### config.mk
export PLATFORM = sky130hd
export DESIGN_NAME = i2c_xfer_sequencer
export DESIGN_NICKNAME = d
export VERILOG_FILES = /design/src/rtl/i2c_pkg.sv /design/src/rtl/i2c_xfer_sequencer.sv
export SDC_FILE = /design/constraint.sdc
export NUM_CORES = 1
export LEC_CHECK = 0
export ABC_AREA = 1
export BUFFER_PORTS_ARGS = -buffer_cell sky130_fd_sc_hd__buf_2
export CORE_MARGIN = 3
export CORE_UTILIZATION = 45
export DETAILED_ROUTE_END_ITERATION = 8
export HOLD_SLACK_MARGIN = 0.03
export PLACE_DENSITY = 0.82
export SYNTH_ARGS = -nofsm -noshare
export SYNTH_HDL_FRONTEND = slang
export SYNTH_SLANG_ARGS = --single-unit
### constraint.sdc
create_clock -name clk -period 2.4 [get_ports clk]
set_clock_uncertainty 0.15 [all_clocks]
set_input_delay 0 -clock clk [delete_from_list [all_inputs] [get_ports clk]]
set_output_delay 0 -clock clk [all_outputs]
set_load 0.05 [all_outputs]
### src/rtl/i2c_pkg.sv
// Shared types for the I2C transfer sequencer: engine opcodes and sequencer states.
package i2c_pkg;

  typedef enum logic [2:0] {
    OP_NOP     = 3'd0,
    OP_START   = 3'd1,
    OP_WRITE   = 3'd2,
    OP_READ    = 3'd3,
    OP_RESTART = 3'd4,
    OP_STOP    = 3'd5
  } i2c_op_t;

  typedef enum logic [3:0] {
    S_IDLE,
    S_START,
    S_DEV_W,
    S_REG,
    S_WDATA,
    S_RESTART,
    S_DEV_R,
    S_RDATA,
    S_RD_HOLD,
    S_STOP,
    S_ISSUE,
    S_WAIT_RSP,
    S_DONE
  } seq_state_t;

  localparam logic I2C_RD = 1'b1;

endpackage

### src/rtl/i2c_xfer_sequencer.sv
// Register-oriented I2C transfer sequencer: turns one read/write request into
// START/WRITE/RESTART/READ/STOP byte commands for an I2C master byte engine.
module i2c_xfer_sequencer
  import i2c_pkg::*;
#(
  parameter int LEN_W = 8
) (
  input  logic             clk,
  input  logic             rst,
  input  logic             req_valid,
  output logic             req_ready,
  input  logic             req_rnw,
  input  logic [6:0]       req_dev_addr,
  input  logic [7:0]       req_reg_addr,
  input  logic [LEN_W-1:0] req_len,
  input  logic             wr_valid,
  output logic             wr_ready,
  input  logic [7:0]       wr_data,
  output logic             rd_valid,
  input  logic             rd_ready,
  output logic [7:0]       rd_data,
  output logic             done,
  output logic             done_nack,
  output logic             cmd_valid,
  input  logic             cmd_ready,
  output logic [2:0]       cmd_op,
  output logic [7:0]       cmd_data,
  output logic             cmd_nack_last,
  input  logic             rsp_valid,
  input  logic             rsp_ack,
  input  logic [7:0]       rsp_data
);

  seq_state_t       state, state_d, ret_state, after_rsp;
  i2c_op_t          op_q, issue_op;
  logic [7:0]       issue_data;
  logic             issue_nl, issue_en, nack_rsp, nack_q;
  logic             rnw_q;
  logic [6:0]       dev_q;
  logic [7:0]       reg_q;
  logic [LEN_W-1:0] cnt_q;

  assign cmd_op = op_q;

  always_ff @(posedge clk) begin
    if (rst) state <= S_IDLE;
    else     state <= state_d;
  end

  // Where the single WAIT_RSP state hands off, keyed by the state that issued the command.
  always_comb begin
    nack_rsp  = !rsp_ack && (ret_state inside {S_DEV_W, S_REG, S_WDATA, S_DEV_R});
    after_rsp = S_IDLE;
    case (ret_state)
      S_START:   after_rsp = S_DEV_W;
      S_DEV_W:   after_rsp = S_REG;
      S_REG:     after_rsp = (cnt_q == '0) ? S_STOP : (rnw_q ? S_RESTART : S_WDATA);
      S_WDATA:   after_rsp = (cnt_q == '0) ? S_STOP : S_WDATA;
      S_RESTART: after_rsp = S_DEV_R;
      S_DEV_R:   after_rsp = S_RDATA;
      S_RDATA:   after_rsp = S_RD_HOLD;
      S_STOP:    after_rsp = S_DONE;
      default:   after_rsp = S_IDLE;
    endcase
    if (nack_rsp) after_rsp = S_STOP;
  end

  always_comb begin
    state_d = state;
    case (state)
      S_IDLE:     if (req_valid) state_d = S_START;
      S_WAIT_RSP: if (rsp_valid) state_d = after_rsp;
      S_ISSUE:    if (cmd_ready) state_d = S_WAIT_RSP;
      S_RD_HOLD:  if (rd_ready) state_d = (cnt_q == '0) ? S_STOP : S_RDATA;
      S_DONE:     state_d = S_IDLE;
      default:    if (issue_en) state_d = S_ISSUE;
    endcase
  end

  always_comb begin
    req_ready  = (state == S_IDLE);
    cmd_valid  = (state == S_ISSUE);
    wr_ready   = (state == S_WDATA) && wr_valid;
    rd_valid   = (state == S_RD_HOLD);
    done       = (state == S_DONE);
    done_nack  = (state == S_DONE) && nack_q;
    issue_en   = 1'b1;
    issue_op   = OP_NOP;
    issue_data = 8'h00;
    issue_nl   = 1'b0;
    case (state)
      S_START:   issue_op = OP_START;
      S_DEV_W:   begin issue_op = OP_WRITE; issue_data = {dev_q, 1'b0}; end
      S_REG:     begin issue_op = OP_WRITE; issue_data = reg_q; end
      S_WDATA:   begin issue_op = OP_WRITE; issue_data = wr_data; issue_en = wr_valid; end
      S_RESTART: issue_op = OP_RESTART;
      S_DEV_R:   begin issue_op = OP_WRITE; issue_data = {dev_q, I2C_RD}; end
      S_RDATA:   begin issue_op = OP_READ; issue_nl = (cnt_q == LEN_W'(1)); end
      S_STOP:    issue_op = OP_STOP;
      default:   issue_en = 1'b0;
    endcase
  end

  always_ff @(posedge clk) begin
    if (rst) begin
      op_q          <= OP_NOP;
      cmd_data      <= 8'h00;
      cmd_nack_last <= 1'b0;
      rd_data       <= 8'h00;
      nack_q        <= 1'b0;
      ret_state     <= S_IDLE;
    end else begin
      if (state == S_IDLE && req_valid) begin
        rnw_q  <= req_rnw;
        dev_q  <= req_dev_addr;
        reg_q  <= req_reg_addr;
        cnt_q  <= req_len;
        nack_q <= 1'b0;
      end
      if (issue_en) begin
        ret_state     <= state;
        op_q          <= issue_op;
        cmd_data      <= issue_data;
        cmd_nack_last <= issue_nl;
        // WDATA/RDATA are only entered with a nonzero count, so this never wraps.
        if (state == S_WDATA || state == S_RDATA) cnt_q <= cnt_q - LEN_W'(1);
      end
      if (state == S_WAIT_RSP && rsp_valid) begin
        if (nack_rsp) nack_q <= 1'b1;
        if (ret_state == S_RDATA) rd_data <= rsp_data;
      end
    end
  end

endmodule

After elaboration in Yosys (flattened, before gate mapping)
Index checks and enable logic that the tools add are counted.
{ "totals": {"register_bits": 53, "output_inout_bits": 26, "elab_cells": 76} }
{ "op_classes": {"add_sub_neg": 1, "eq_ne": 25, "n_mux": 22, "n_bitwise": 1, "n_reduce_logical": 16} }
{ "op_table": {"columns": ["cell", "n"], "rows": [
  ["4-bit two-way mux", 9],
  ["4-bit by 3-bit == test with 1-bit output (second input constant)", 8],
  ["4-bit case mux with 8 select lines", 1],
  ["8-bit case mux with 4 select lines", 1],
  ["4-bit == test (second input constant)", 6],
  ["8-bit two-way mux", 3],
  ["4-bit case mux with 5 select lines", 1],
  ["4-bit by 2-bit == test with 1-bit output (second input constant)", 4],
  ["3-bit case mux with 5 select lines", 1],
  ["4-bit by 1-bit == test with 1-bit output (second input constant)", 2],
  ["8-bit by 1-bit == test with 1-bit output (second input constant)", 1],
  ["8-bit zero test", 1],
  ["8-bit by 1-bit subtractor with 8-bit output (second input constant)", 1],
  ["7-bit OR reduction", 1],
  ["6-bit nonzero test", 1],
  ["1-bit logical AND", 5],
  ["1-bit two-way mux", 5],
  ["5-bit AND reduction", 1],
  ["4-bit zero test", 1],
  ["2-bit by 1-bit != test with 1-bit output (second input constant)", 2],
  ["2-bit != test (second input constant)", 2],
  ["2-bit AND reduction", 2],
  ["4-bit nonzero test", 1],
  ["4-bit OR reduction", 1],
  ["other kinds (4)", 4]
]} }

Logic depth before layout (Yosys ltp)
Gate-level depths: netlist of run 1.
{ "depth": {"ltp_word": 6, "mapped_depth": 12, "mapped_depth_nobuf": 12} }

Worst setup path before layout of run 1
OpenSTA, ideal clock, no wires.
{ "synth_path": {"path_kind": "reg-to-output", "startpoint": "register state[0]", "endpoint": "output done_nack", "t_arrival_ns": 2.219, "slack_ns": 0.031, "path_stages_with_launch": 5, "path_buffers": 0, "path_cell_list": "dfxtp_1 -> inv_2 -> nand2_8 -> nor3_1 -> and2_1"} }
{ "synth_between": {"elab_chain_len": 2} }
{ "synth_lines": {"columns": ["element", "line_no", "text"], "rows": [
  ["start, declared", "i2c_xfer_sequencer.sv:34", "seq_state_t state, state_d, ret_state, after_rsp;"],
  ["start signal, assigned", "i2c_xfer_sequencer.sv:47", "else state <= state_d;"],
  ["4-bit == test", null, null],
  ["via done", "i2c_xfer_sequencer.sv:22", "output logic done,"],
  ["1-bit logical AND", "i2c_xfer_sequencer.sv:86", "done_nack = (state == S_DONE) && nack_q;"],
  ["end, declared", "i2c_xfer_sequencer.sv:23", "output logic done_nack,"]
]} }
The timed path passes the listed nets, and every way through them passes these cells.

Final worst setup path of run 1
{ "layout_path": {"startpoint": "register state[3]", "endpoint": "register cmd_data[4]"} }
{ "layout_between": {"elab_chain_len": 3, "word_cells_on_any_way": 11} }
{ "layout_lines": {"columns": ["element", "line_no", "text"], "rows": [
  ["4-bit by 3-bit == test with 1-bit output (tied with other cells)", "i2c_xfer_sequencer.sv:91", "case (state)"],
  ["7-bit OR reduction (no source line)", null, null],
  ["1-bit case mux with 2 select lines", "i2c_xfer_sequencer.sv:91", null],
  ["end signal, assigned", "i2c_xfer_sequencer.sv:123", "cmd_data <= issue_data;"],
  ["end, declared", "i2c_xfer_sequencer.sv:27", "output logic [7:0] cmd_data,"]
]} }
Several ways; a longest one is shown, not always the timed one.
A chain may end at the register's enable or synchronous reset.

==> results of run 1 <==
[critical path: stages, from the launching register on]
cell and delay (ns):
dfxtp_1 0.35, inv_2 0.12, nand2_2 0.13, nor2_8 0.21, nand2_2 0.09, nand2_2 0.09, buf_6 0.18, inv_2 0.12
nand2_1 0.08, a21oi_1 0.06, dlygate4sd3_1 0.58
[power by group]
part | switching (mW) | internal, mW
logic | 1.05 | 0.510
registers | 0.150 | 1.16
clock network | 0.304 | 0.378
total | 1.51 | 2.05
[final timing paths]
kind / end / cells past startpoint / slack, ns
max: cmd_data[4] / 10 / 0.13
min reg2reg: cmd_op[1] / 2 / 0.34
max reg2reg: cmd_data[4] / 10 / 0.13
min: state[3] / 8 / 0.06
[cells in the mapped netlist, drive strengths merged]
master,n,share of area
a21oi,24,0.045
dfxtp,29,0.22
o2bb2ai,1,0.0033
o22ai,1,0.0023
ha,2,0.0094
clkbuf,4,0.0056
o21ai,39,0.076
nor3b,1,0.0028
o21bai,1,0.0028
nand4,2,0.0047
or2,1,0.0023
inv,41,0.058
a31oi,1,0.0023
xor2,4,0.013
edfxtp,24,0.27
and2,1,0.0023
nor3,7,0.013
nand2,97,0.15
buf,5,0.017
nand3,15,0.028
nor2,43,0.070
o211ai,1,0.0080
[repair_timing]
action,CTS,global route
hold buffers,48,0
endpoints found under the hold margin,47,0
resized for setup,0,3
setup endpoints to repair,0,5
[metal layers]
layer	vias up	global-route usage
met5	-	0
met4	0	0.0847
met3	18	0.0407
met2	102	0.367
met1	1226	0.268
li1	1359	-
[logic make-up (layout without fill, tap and decap cells)]
kind of cell / after synthesis / in the layout / synth area share
AO/OA/AOI/OAI: 68 / 68 / 0.139
buffers and inverters: 50 / 172 / 0.0814
AND/OR/NAND/NOR: 167 / 167 / 0.270
flip-flops: 53 / 53 / 0.486
XOR/XNOR: 4 / 4 / 0.0131
adder cells (fa/ha/maj): 2 / 2 / 0.00935
[state kept, by name, indices dropped and copies added (netlist names)]
signal,cells
cnt_q,8
cmd_data,8
cmd_op,3
nack_q,1
state,4
reg_q,8
dev_q,7
cmd_nack_last,1
rnw_q,1
ret_state,4
rd_data,8
[stage by stage]
stage,power (mW),hold WS [ns],instances,setup slack [ns],utilization
after global routing,3.79,0.0964,538,0.00273,0.656
after global placement,2.73,0.0266,482,0.460,0.547
after floorplan,2.47,-0.0511,344,0.0312,-
after detailed placement,2.77,0.0281,482,0.423,0.547
final,3.56,0.0642,538,0.131,0.656
after CTS,3.51,0.0546,538,0.0972,0.655
[layout make-up]
| class | instances | share of cell area |
|---|---|---|
| inverter | 41 | 0.0422 |
| clock inverter | 2 | 0.0105 |
| timing repair buffer | 123 | 0.233 |
| clock buffer | 6 | 0.0253 |
| multi-input combinational | 241 | 0.312 |
| tap | 72 | 0.0243 |
| sequential | 53 | 0.352 |
==> impl_metrics.tcl, run 1 <==
set metrics [dict create \
    place.gp.congestion 0.878 \
    dp_hpwl_mm 4.74 \
    wl_per_cell_um 13.7 \
    max_freq_ghz 0.441 \
    antenna_left 0 \
    place_area_sq_um 3080 \
    num_antenna_cells 0 \
    rsz0062_at_grt "false" \
    yosys_warnings 0 \
    start_util 0.474 \
    synth_nets 394 \
    vias 2705 \
    fin_area_sq_um 3700 \
    die-height_um 83.1 \
    fillerInstances 447 \
    antenna_found_initial 0 \
    maxCapViolations 0 \
    multi_input_area_sq_um 1160 \
    cts_htree_levels 2 \
    worst_pin_slew_ns 0.686 \
    worstHoldStart "rd_ready" \
    fin_crit_sh 0.946 \
    setup_viol 0 \
    drtPass1Iterations 5 \
    clk_pin_slew_ns 0.10 \
    drt_iter0_markers 318 \
    status "complete, no violations" \
    core-area_sq_um 5640 \
    hold_violations 0 \
    grt_pass1_wl_mm 12.2 \
    cp_max_fo 19 \
    final_common_cell "nand2_1" \
    wl_met1_mm 3.07 \
    syn_area_per_cell_sq_um 7.78 \
    wl_met3_um 467 \
    relSlewSlack 0.542 \
    yosys_register_bits 53 \
    powerDensity_nw_per_um2 960 \
    final_cell_mix "nand2_1 (91), buf_2 (73), dlygate4sd3_1 (48), nor2_1 (40), inv_1 (32)" \
    worst_setup_path_end_kind "flip-flop" \
    io_pins 74 \
    fin_crit_ns 2.27 \
    slew_viol_final 0 \
    num_rows 27 \
    worstPathRequired_ns 2.44 \
    layout-drive-gt1-share 0.230 \
    grt_max_degree 23 \
    clk_latency_ns 0.31 \
    cp_data_arrival_time_ns 2.31 \
    route.met2.wl_mm 3.66 \
    io_buffers 73 \
    globalRoute.totalOverflow 0 \
    critPathLaunchType "flip-flop" \
    viasPerCell 5.03 \
    syn_area_sq_um 2680 \
    grt_pass1_vias 2678 \
    crit_type "flip-flop to flip-flop" \
    grt_usage 0.215 \
    hp-class "input pin to flip-flop" \
    yosysSeqAreaShare 0.486 \
    cts_tree "done" \
    ir_drop_uv 533 \
    cts_root_buf "clkbuf_8" \
    cts_max_path_buffers 2 \
    post-cts-setup-buffers 0 \
    crit_start "state[3]" \
    ys_types 33 \
    nets 515 \
    r2r_start "state[3]" \
    route.detailed.drc 0 \
    netlist_instances 344 \
    fin_setup_tns_ns 0 \
    clock-sinks 53 \
    fp.dieW_um 83.1 \
    numCtsBuffers 5 \
    highest_layer "met4" \
    drt-total-wl_mm 7.39 \
    area_growth_pct 38.4 \
    leakagePower_nw 1.69 \
    seq_area_sq_um 1300 \
    die_area_sq_um 6910 \
]
Power figures use the tool's default switching activity.
==> run 2, diff against run 1 <==
Clock period 2.4 ns to 2.1 ns, I/O delays scaled along.
==> run 2 against run 1 <==
Compared with the run above:
- die area unchanged
- final cell count decreased by 0.19%
- clock power decreased by 4.4%
- sequential share of layout area increased by 0.20 points
- worst hold slack improved by 0.0027 ns
- non-clock buffer count decreased by 1
- critical path type unchanged
- largest power group unchanged
==> impl_metrics.tcl, run 2 (synthesis gave the netlist of run 1 again) <==
set metrics [dict create \
    vias 2715 \
    place.gp.congestion 0.893 \
    numCtsBuffers 5 \
    io_buffers 73 \
    cts_tree "done" \
    worstPathRequired_ns 2.20 \
    cts_htree_levels 2 \
    met2_usage 0.378 \
    die-height_um 83.1 \
    worst_setup_path_end_kind "flip-flop" \
    wl_per_cell_um 13.8 \
    ir_drop_uv 599 \
    rsz0062_at_grt "false" \
    clk_pin_slew_ns 0.10 \
    relSlewSlack 0.538 \
    grt_util_met3 0.0536 \
    viasPerCell 5.06 \
    drtPass1Iterations 5 \
    setup_viol 0 \
    fin_crit_sh 0.929 \
    grt_pass1_wl_mm 12.4 \
    fillerInstances 452 \
    r2r_start "state[1]" \
    busiest_layer "met2" \
    die_area_sq_um 6910 \
    fin_crit_ns 1.95 \
    drt-total-wl_mm 7.39 \
    worst_pin_slew_ns 0.692 \
    cp_data_arrival_time_ns 2.05 \
    layout-drive-gt1-share 0.247 \
    num_antenna_cells 0 \
    drt_iter0_markers 168 \
    max_freq_ghz 0.512 \
    hp-class "input pin to flip-flop" \
    io_pins 74 \
    cts_root_buf "clkbuf_8" \
    num_rows 27 \
    antenna_left 0 \
    cp_max_fo 8 \
    grt_max_degree 23 \
    clk_latency_ns 0.31 \
    powerDensity_nw_per_um2 1070 \
    antenna_found_initial 0 \
    slew_viol_final 0 \
    route.detailed.drc 0 \
    r2r-end "nack_q" \
    start_util 0.474 \
    holdPathEnd "ret_state[2]" \
    maxCapViolations 0 \
    dp_hpwl_mm 4.81 \
    leakagePower_nw 1.66 \
    power_mw 3.93 \
    status "complete, no violations" \
    fin_area_sq_um 3680 \
    fp.dieW_um 83.1 \
    area_growth_pct 37.7 \
    core-area_sq_um 5640 \
    nets 514 \
    r2r_setup_slack_ns 0.15 \
    use_met1 0.265 \
    cts_max_path_buffers 2 \
    critPathLaunchType "flip-flop" \
    final_common_cell "nand2_1" \
    grt_usage 0.219 \
    min_path_cells 5 \
    final_cell_mix "nand2_1 (90), buf_2 (73), dlygate4sd3_1 (44), nor2_1 (38)" \
    clock-sinks 53 \
    globalRoute.totalOverflow 0 \
    hold_violations 0 \
    crit_type "flip-flop to flip-flop" \
    place_area_sq_um 3110 \
    r2r_cells 7 \
    grt_pass1_vias 2644 \
    fin_setup_tns_ns 0 \
    worstHoldStart "wr_valid" \
]
-- run 2: cell types whose count changed in the layout (fill, tap and decap cells not counted), sizes merged --
| cell | before | now |
|---|---|---|
| bufinv | 1 | 0 |
| clkinv | 0 | 1 |
| inv | 42 | 41 |
| dlygate4sd3 | 48 | 44 |
| buf | 75 | 78 |
| clkinvlp | 0 | 1 |
-- run 2: critical path, stage by stage, from the launching register on --
cell	delay (ns)
dfxtp_2	0.43
nand2_1	0.16
nor2_4	0.16
inv_1	0.06
nor2_1	0.16
nand3_1	0.09
dlygate4sd3_1	0.56
a21oi_1	0.12
-- run 2: report_power, final --
group          switching, mW  internal, mW  leakage (nW)  total (mW)
combinational           1.20         0.580          1.14        1.78
sequential             0.165          1.33         0.462        1.49
clock                  0.342         0.310        0.0567       0.652
total                   1.71          2.22          1.66        3.93
-- run 2: layout make-up --
cell class / instances / area [sq um] / area share
Multi-Input combinational cell: 241 / 1170 / 0.319
Tap cell: 72 / 90.1 / 0.0245
Clock inverter: 2 / 13.8 / 0.00374
Sequential cell: 53 / 1300 / 0.354
Clock buffer: 6 / 93.8 / 0.0255
Timing Repair Buffer: 122 / 847 / 0.230
Inverter: 41 / 160 / 0.0435
-- run 2: per-layer routing --
layer,vias up,share of wire
met5,-,0
met1,1217,0.41
met2,120,0.49
met3,21,0.078
li1,1357,-
met4,0,0.025
-- run 2: worst max path at each step --
| stage | end | startpoint | slack, ns | cells past startpoint |
|---|---|---|---|---|
| 6_report | nack_q | state[1] | 0.15 | 7 |
| 4_1_cts | nack_q | state[1] | 0.04 | 7 |
| 2_1_floorplan | state[1] | state[0] | 0.01 | 10 |
| 5_1_grt | cnt_q[2] | state[3] | 0.0003 | 9 |
| 3_3_place_gp | cnt_q[2] | state[1] | 0.25 | 7 |
| 3_5_place_dp | cnt_q[2] | state[1] | 0.15 | 8 |
-- run 2: timing repair --
| item | CTS | global route |
|---|---|---|
| buffers inserted | 0 | 1 |
| gates resized for setup | 0 | 7 |
| hold endpoints to repair | 47 | 0 |
| endpoints found under the setup margin | 0 | 4 |
| hold buffers | 44 | 0 |
-- run 2: per-stage QoR --
step                      hold WS, ns  utilization  setup WS (ns)  std cells
after floorplan               -0.0511            -         0.0147        344
after global placement         0.0266        0.551          0.253        484
after detailed placement       0.0281        0.551          0.150        484
after CTS                      0.0814        0.648         0.0388        536
after global routing           0.0899        0.653       0.000313        537
final                          0.0669        0.653          0.149        537
==> run 3, diff against run 2 <==
Settings changed: BUFFER_PORTS_ARGS -buffer_cell sky130_fd_sc_hd__buf_2 to -buffer_cell sky130_fd_sc_hd__buf_4.
==> run 3 against run 2 <==
Compared with the run above:
- maximum frequency shrank 2.3%
- via count is 1.4% lower
- first-iteration DRC count increased by 14%
- setup slack lost 0.047 ns
- worst hold slack got worse by 0.013 ns
==> impl_metrics.tcl, run 3 (synthesis gave the netlist of run 1 again) <==
set metrics [dict create \
    maxCapViolations 0 \
    cts_htree_levels 2 \
    setup_ws_ns 0.102 \
    critPathTopFamily "buffers and inverters" \
    numCtsBuffers 5 \
    clk_latency_ns 0.31 \
    slew_viol_final 0 \
    worstPathRequired_ns 2.20 \
    io_pins 74 \
    slowest_delay_ns 0.56 \
    critPathLaunchType "flip-flop" \
    grt_usage 0.216 \
    pre_cts_ws_ns 0.193 \
    crit_type "flip-flop to flip-flop" \
    powerDensity_nw_per_um2 1020 \
    rsz0062_at_grt "true" \
    io_buffers 73 \
    drt-total-wl_mm 7.25 \
    relSlewSlack 0.552 \
    setup_viol 0 \
    wl_per_cell_um 13.5 \
    hp-class "input pin to flip-flop" \
    worst_pin_slew_ns 0.671 \
    crit_path_top_delay_cell "dlygate4sd3_1" \
    grt_pass1_vias 2656 \
    fin_setup_tns_ns 0 \
    die_area_sq_um 6910 \
    fillerInstances 450 \
    fp.dieW_um 83.1 \
    status "complete, no violations" \
    start_util 0.474 \
    drtPass1Iterations 5 \
    nets 513 \
    layout-drive-gt1-share 0.237 \
    viasPerCell 5.00 \
    cts_root_buf "clkbuf_8" \
    fin_area_sq_um 3830 \
    ir_drop_uv 526 \
    fin_crit_ns 2.00 \
    clock-sinks 53 \
    place.gp.congestion 0.887 \
    dp_hpwl_mm 4.87 \
    cts_max_path_buffers 2 \
    die-height_um 83.1 \
    max_freq_ghz 0.500 \
    area_growth_pct 43.1 \
    final_cell_mix "nand2_1 (91), buf_4 (76), dlygate4sd3_1 (44), nor2_1 (39), inv_1 (32)" \
    whs_ns 0.0542 \
    route.detailed.drc 0 \
    clk_pin_slew_ns 0.10 \
    fin_crit_sh 0.951 \
    cp_max_fo 6 \
    antenna_left 0 \
    cts_tree "done" \
    globalRoute.totalOverflow 0 \
    leakagePower_nw 1.69 \
    vias 2678 \
    cp_data_arrival_time_ns 2.10 \
    place_area_sq_um 3290 \
    timing.critical_path.cells "inv_2 -> nand2_1 -> nor2_4 -> inv_1 -> nor2_1 -> nand3_1 -> dlygate4sd3_1 -> a21oi_1" \
    final_common_cell "nand2_1" \
    hold_violations 0 \
    grt_max_degree 23 \
    antenna_found_initial 0 \
    worst_setup_path_end_kind "flip-flop" \
    num_antenna_cells 0 \
    post-cts-setup-buffers 0 \
    grt_pass1_wl_mm 12.2 \
    core-area_sq_um 5640 \
    crit_buf_inv 3 \
    num_rows 27 \
    drt_iter0_markers 192 \
]
==> run 3: per-layer routing <==
metal	routed length, um	vias up	track usage
li1	-	1360	-
met1	3000	1201	0.271
met2	3640	102	0.370
met3	452	15	0.0427
met4	158	0	0.0758
met5	0	-	0
==> run 3: power by group <==
group          total, mW  switching, mW  internal, mW
Clock              0.594          0.356         0.239
Sequential          1.50          0.170          1.33
Combinational       1.81           1.18         0.634
Total               3.90           1.70          2.20
==> run 3: worst paths after layout <==
path	start	cells after the start	slack [ns]	to
worst max-delay path	state[2]	8	0.10	nack_q
worst min-delay path	wr_valid	5	0.05	ret_state[2]
worst max register to register	state[2]	8	0.10	nack_q
worst min register to register	cmd_data[7]	2	0.32	cmd_data[7]
==> run 3: cell type report <==
cell class / instances / area [sq um] / area share
Multi-Input combinational cell: 241 / 1170 / 0.305
Timing Repair Buffer: 121 / 1020 / 0.267
Sequential cell: 53 / 1300 / 0.340
Inverter: 41 / 156 / 0.0408
Tap cell: 72 / 90.1 / 0.0235
Clock inverter: 3 / 20.0 / 0.00523
Clock buffer: 5 / 68.8 / 0.0180
==> run 3: stage by stage <==
stage | power [mW] | util | instances
global placement | 3.20 | 0.583 | 484
finish | 3.90 | 0.679 | 536
CTS | 3.88 | 0.677 | 536
global route | 4.19 | 0.679 | 536
detailed placement | 3.23 | 0.583 | 484
floorplan | 2.83 | - | 344
==> run 3: timing repair <==
| item | in CTS | in global routing |
|---|---|---|
| hold buffers | 44 | 0 |
| gates resized for setup | 0 | 3 |
| endpoints found under the hold margin | 47 | 0 |
| endpoints found under the setup margin | 0 | 4 |
==> run 3: worst min-delay path, delay by kind of cell <==
family          cells  cell delay, ns
compound gates      1            0.08
simple gates        2            0.13
buf+inv             2            0.26
